<file path="config.mk">
export PLATFORM = sky130hd
export DESIGN_NAME = rv_reset_sequencer
export DESIGN_NICKNAME = d
export VERILOG_FILES = /design/src/rtl/rv_rst_pkg.sv /design/src/rtl/rst_seq_timer.sv /design/src/rtl/rv_reset_sequencer.sv
export SDC_FILE = /design/constraint.sdc
export NUM_CORES = 1
export LEC_CHECK = 0
export ABC_CLOCK_PERIOD_IN_PS = 5300
export BUFFER_PORTS_ARGS = -buffer_cell sky130_fd_sc_hd__buf_2
export CAP_MARGIN = 20
export CELL_PAD_IN_SITES_DETAIL_PLACEMENT = 0
export CELL_PAD_IN_SITES_GLOBAL_PLACEMENT = 1
export CORE_ASPECT_RATIO = 1.2
export CORE_UTILIZATION = 47
export CTS_BUF_LIST = sky130_fd_sc_hd__clkbuf_4
export CTS_CLUSTER_SIZE = 20
export DETAILED_ROUTE_END_ITERATION = 7
export HOLD_SLACK_MARGIN = 0.05
export PLACE_DENSITY = 0.95
export SLEW_MARGIN = 20
export SYNTH_ARGS = -nofsm -noshare
export SYNTH_HDL_FRONTEND = slang
export SYNTH_SLANG_ARGS = --single-unit
</file>
<file path="constraint.sdc">
create_clock -name clk -period 5.3 [get_ports clk]
set_clock_uncertainty 0.2 [all_clocks]
set_input_delay 0.795 -clock clk [delete_from_list [all_inputs] [get_ports clk]]
set_output_delay 0.795 -clock clk [all_outputs]
set_load 0.02 [all_outputs]
</file>
<file path="src/rtl/rv_rst_pkg.sv">
// Shared types and defaults for the RISC-V reset sequencer.
package rv_rst_pkg;

    typedef enum logic [1:0] {
        ASSERT  = 2'd0,
        RELEASE = 2'd1,
        RUN     = 2'd2
    } rst_state_t;

    localparam int unsigned DEF_HOLD_CYCLES    = 2;
    localparam int unsigned DEF_STAGGER_CYCLES = 1;
    localparam int unsigned DEF_WDOG_CYCLES    = 256;

    // Bits needed to hold max_val; never less than one.
    function automatic int unsigned cnt_width(input int unsigned max_val);
        return (max_val < 2) ? 1 : $clog2(max_val + 1);
    endfunction

endpackage

</file>
<file path="src/rtl/rst_seq_timer.sv">
// Loadable down-counter with a zero flag; stops at zero rather than wrapping.
module rst_seq_timer #(
    parameter int unsigned  W       = 8,
    parameter logic [W-1:0] RST_VAL = '0
) (
    input  logic         clk_i,
    input  logic         rst_i,
    input  logic         load_i,
    input  logic [W-1:0] load_val_i,
    input  logic         dec_i,
    output logic         zero_o
);

    logic [W-1:0] cnt_q;
    logic [W-1:0] cnt_d;

    always_comb begin
        cnt_d = cnt_q;
        if (load_i) begin
            cnt_d = load_val_i;
        end else if (dec_i && (cnt_q != '0)) begin
            cnt_d = cnt_q - W'(1);
        end
    end

    always_ff @(posedge clk_i) begin
        if (rst_i) begin
            cnt_q <= RST_VAL;
        end else begin
            cnt_q <= cnt_d;
        end
    end

    assign zero_o = (cnt_q == '0);

endmodule

</file>
<file path="src/rtl/rv_reset_sequencer.sv">
// Staggered multi-domain reset release with software re-reset and saturating restart count.
// Optional heartbeat watchdog enabled by defining RST_SEQ_WDOG_EN.
module rv_reset_sequencer
    import rv_rst_pkg::*;
#(
    parameter int unsigned N_DOMAINS      = 4,
    parameter int unsigned HOLD_CYCLES    = DEF_HOLD_CYCLES,
    parameter int unsigned STAGGER_CYCLES = DEF_STAGGER_CYCLES,
    parameter int unsigned CNT_W          = 8,
    parameter int unsigned WDOG_CYCLES    = DEF_WDOG_CYCLES
) (
    input  logic                 clk,
    input  logic                 reset,
    input  logic                 sw_rst_req,
`ifdef RST_SEQ_WDOG_EN
    input  logic                 heartbeat,
    output logic                 wdog_fired,
`endif
    output logic [N_DOMAINS-1:0] domain_rst,
    output logic                 all_released,
    output logic                 busy,
    output logic [CNT_W-1:0]     rst_count,
    output rst_state_t           dbg_state_o
);

    localparam int unsigned SEQ_MAX = (HOLD_CYCLES > STAGGER_CYCLES) ? HOLD_CYCLES : STAGGER_CYCLES;
    localparam int unsigned TMR_W   = cnt_width((SEQ_MAX > WDOG_CYCLES) ? SEQ_MAX : WDOG_CYCLES);

    rst_state_t           state_q, state_d;
    logic [N_DOMAINS-1:0] dom_q, dom_d, dom_shift;
    logic [CNT_W-1:0]     cnt_q, cnt_d;
    logic                 seq_load, seq_dec, seq_zero;
    logic [TMR_W-1:0]     seq_val;
    logic                 wdog_to;
    logic                 restart;

    // Out of reset the hold timer starts at HOLD_CYCLES because the first
    // unreset edge is itself a hold edge; a restart edge already counts as one.
    rst_seq_timer #(
        .W       (TMR_W),
        .RST_VAL (TMR_W'(HOLD_CYCLES))
    ) u_seq_timer (
        .clk_i      (clk),
        .rst_i      (reset),
        .load_i     (seq_load),
        .load_val_i (seq_val),
        .dec_i      (seq_dec),
        .zero_o     (seq_zero)
    );

`ifdef RST_SEQ_WDOG_EN
    logic wd_load, wd_dec, wd_zero;
    logic wdog_fired_q, wdog_fired_d;

    // Reloaded outside RUN and on every heartbeat; times out only while running.
    assign wd_load = (state_q != RUN) || heartbeat;
    assign wd_dec  = !wd_load;
    assign wdog_to = (state_q == RUN) && !heartbeat && wd_zero;

    rst_seq_timer #(
        .W       (TMR_W),
        .RST_VAL (TMR_W'(WDOG_CYCLES - 1))
    ) u_wdog_timer (
        .clk_i      (clk),
        .rst_i      (reset),
        .load_i     (wd_load),
        .load_val_i (TMR_W'(WDOG_CYCLES - 1)),
        .dec_i      (wd_dec),
        .zero_o     (wd_zero)
    );

    always_comb begin
        wdog_fired_d = wdog_fired_q | wdog_to;
    end

    always_ff @(posedge clk) begin
        if (reset) begin
            wdog_fired_q <= 1'b0;
        end else begin
            wdog_fired_q <= wdog_fired_d;
        end
    end

    assign wdog_fired = wdog_fired_q;
`else
    assign wdog_to = 1'b0;
`endif

    assign restart = sw_rst_req | wdog_to;

    always_ff @(posedge clk) begin
        if (reset) begin
            state_q <= ASSERT;
            dom_q   <= '1;
            cnt_q   <= '0;
        end else begin
            state_q <= state_d;
            dom_q   <= dom_d;
            cnt_q   <= cnt_d;
        end
    end

    always_comb begin
        dom_shift = dom_q << 1;
        state_d   = state_q;
        dom_d     = dom_q;
        seq_load  = 1'b0;
        seq_dec   = 1'b0;
        seq_val   = '0;
        cnt_d     = cnt_q;
        if (restart) begin
            state_d  = ASSERT;
            dom_d    = '1;
            seq_load = 1'b1;
            seq_val  = TMR_W'(HOLD_CYCLES - 1);
            if (cnt_q != '1) begin
                cnt_d = cnt_q + CNT_W'(1);
            end
        end else begin
            unique case (state_q)
                ASSERT, RELEASE: begin
                    // Lowest still-asserted bit drops each time the timer expires.
                    if (seq_zero) begin
                        dom_d    = dom_shift;
                        seq_load = 1'b1;
                        seq_val  = TMR_W'(STAGGER_CYCLES - 1);
                        state_d  = (dom_shift == '0) ? RUN : RELEASE;
                    end else begin
                        seq_dec = 1'b1;
                    end
                end
                RUN: begin
                    state_d = RUN;
                end
                default: begin
                    state_d  = ASSERT;
                    dom_d    = '1;
                    seq_load = 1'b1;
                    seq_val  = TMR_W'(HOLD_CYCLES - 1);
                end
            endcase
        end
    end

    always_comb begin
        domain_rst   = dom_q;
        all_released = (state_q == RUN);
        busy         = (state_q != RUN);
        rst_count    = cnt_q;
        dbg_state_o  = state_q;
    end

endmodule

</file>
==> run metrics <==
final core utilization 56.05%; Setup TNS 0 ns; met1 Track Usage GR 23.84%; ranking of synthesized cells by area dfxtp_1, a21oi_1, nand4_1; IO Port Bufs 18; largest net degree at the start of global routing 17; chip height 56.48 um; Mapped Nets 133; asr flop ratio synth 0%; hpwl dp 1795 um; sequential area share after synthesis 39.61%; CTS Buffer Depth 2; fin nets 149; Tot GR Track Use 20.35%; Final Hold Fails 0; number of inserted diodes 0; Worst Tran Pin Value 0.8921 ns; slew margin rel. 39.69%; clock-pin slew on the worst setup and hold paths 0.12 ns; gate count after technology mapping 128; element type at the critical path start flip-flop; CP top delay family flip-flops; final worst setup slack 2.757 ns; dominant synthesized flop cell dfxtp_1; CP max-delay cell dfxtp_1; gr busiest metal met2; max cap viols 0; CTS sink cnt 23; Max IR drop VDD 180.3 uV; RSZ-0062 raised after global routing false; clk root buf clkbuf_4; first-pass GRT wire length 3995 um; placed instance count 170; drt pass-1 iters 4; Crit path required time 4.30 ns; CP Capture Type primary output; worst hold-check path type flip-flop to flip-flop; critical path fanouts, max 16; Hold WS 0.2896 ns; full die area 2677 um2; Cell Pwr Density 253.8 nW/um2; Post-CTS Setup Inserts 0; synth unique cells 40; leak pwr 0.0004946 uW; mapped cell area 1162 um2; core area 2306 um2; post-route insts no fill 174; Fmax 393.3 MHz; area grow syn2layout 11.19%; CP cell instances nor2b_1 > inv_1 > buf_2; Hold-fix buffers, CTS 0; vias in the first global route 959; synth warn 0; critical path class flip-flop to primary output; via count 1,048; final RePlAce weighted congestion 0.7666; Critical Path Max Stage Delay 0.70 ns; WL final 2465 um; Post-synth top cells dfxtp_1, a21oi_1, inv_1; Row Count 19; most common cell in the netlist dfxtp_1; vias per cell 6.023; post-route minimum period 2.543 ns; crit share post-route 47.97%; GRT met2 Usage 34.64%; Post-DRT Antenna Nets 0; Synth area leader dfxtp_1; Die W 47.40 um; CTS tree done; number of synthesized register bits 23; crit path buf inv count 2; Worst-Skew Late Latency 0.30 ns; number of flops mapped to enable cells by yosys 0; CP Data Arrival Time 1.55 ns; initial antenna violation count 0; cts repair resizes 0; max-slew violation count 0; status finished clean; total grt overflow 0; Final setup viols 0; starting density of the core 50.41%; synthesized area per cell 9.081 um2; dpl ws 2.682 ns; CTS buffer count 3; share of cells above drive strength 1 21.68%; initial DRC count 14; top-area cell type share of the netlist area 39.61%; M3 GR Usage 4.180%; CTS H-Tree Depth 1; DRC viols 0; Ports 19; per-cell routed wire length 14.17 um
==> registers in the layout, summed over array words and instances (netlist names) <==
| register | count |
|---|---|
| dbg_state_o | 2 |
| u_seq_timer.cnt_q | 9 |
| rst_count | 8 |
| domain_rst | 4 |
==> cell type report <==
cell class | count | area, um2
Inverter | 8 | 30.03
Clock buffer | 4 | 30.03
Tap cell | 31 | 38.79
Multi-Input combinational cell | 90 | 643.1
Timing Repair Buffer | 18 | 90.09
Sequential cell | 23 | 460.4
Fill cell | 231 | 1013
==> per-stage QoR <==
stage               total power [uW]  area, um2
global route                   345.9       1292
global placement               244.3       1257
finish                         328.0       1292
detailed placement             246.9       1257
CTS                            329.5       1287
floorplan                      235.0       1162
==> worst reg2reg max path, stage by stage, from the launching register on <==
cell      delay (ns)
dfxtp_1         0.34
inv_1           0.09
ha_1            0.20
or4b_1          0.61
nor3_1          0.37
o311ai_0        0.17
==> routing by layer <==
metal	vias up	wire (um)
li1	529	-
met4	0	42
met3	4	56
met1	505	1136
met2	10	1229
met5	-	0
==> logic make-up after synthesis <==
logic type,synth area share [%]
muxes,1.830
and+or+nand+nor,24.22
DFF,39.61
AOI/OAI and AO/OA,26.70
buffers and inverters,5.490
adders and majority gates,2.153
==> layout by cell type, fill, tap and decap left out, types with 2 or more instances in the layout <==
cell type	instances
a211oi_1	4
a21boi_0	2
a21oi_1	12
a311oi_1	2
a31oi_1	4
and3_1	2
and4_1	2
buf_2	18
clkbuf_4	4
dfxtp_1	23
ha_1	2
inv_1	8
nand2_1	3
nand2b_1	2
nand3_1	2
nand4_1	6
nor2_1	2
nor2b_1	5
nor3_1	6
nor4b_1	2
o21ai_0	2
o31ai_1	5
o41ai_1	4
or3_1	2
or3_2	2
or4_1	2
==> power by group <==
group	total (uW)	switching, uW	internal [uW]	leakage (uW)
Combinational	55.1	32.7	22.4	0.000289
Clock	84.4	49.9	34.5	0.0000184
Sequential	188	8.12	180	0.000187
==> path summary, 6_finish.rpt <==
path	startpoint	end	slack (ns)	depth (start not counted)
worst max-delay path	dbg_state_o[1]$_SDFFE_PP0P_	busy	2.76	3
worst min-delay path	domain_rst[0]$_SDFFE_PP1P_	domain_rst[0]$_SDFFE_PP1P_	0.29	2
worst max register to register	u_seq_timer.cnt_q[0]$_SDFFE_PP0P_	domain_rst[3]$_SDFFE_PP1P_	3.18	5
worst min register to register	domain_rst[0]$_SDFFE_PP1P_	domain_rst[0]$_SDFFE_PP1P_	0.29	2
Note: power is estimated with default switching activity, not from simulation.
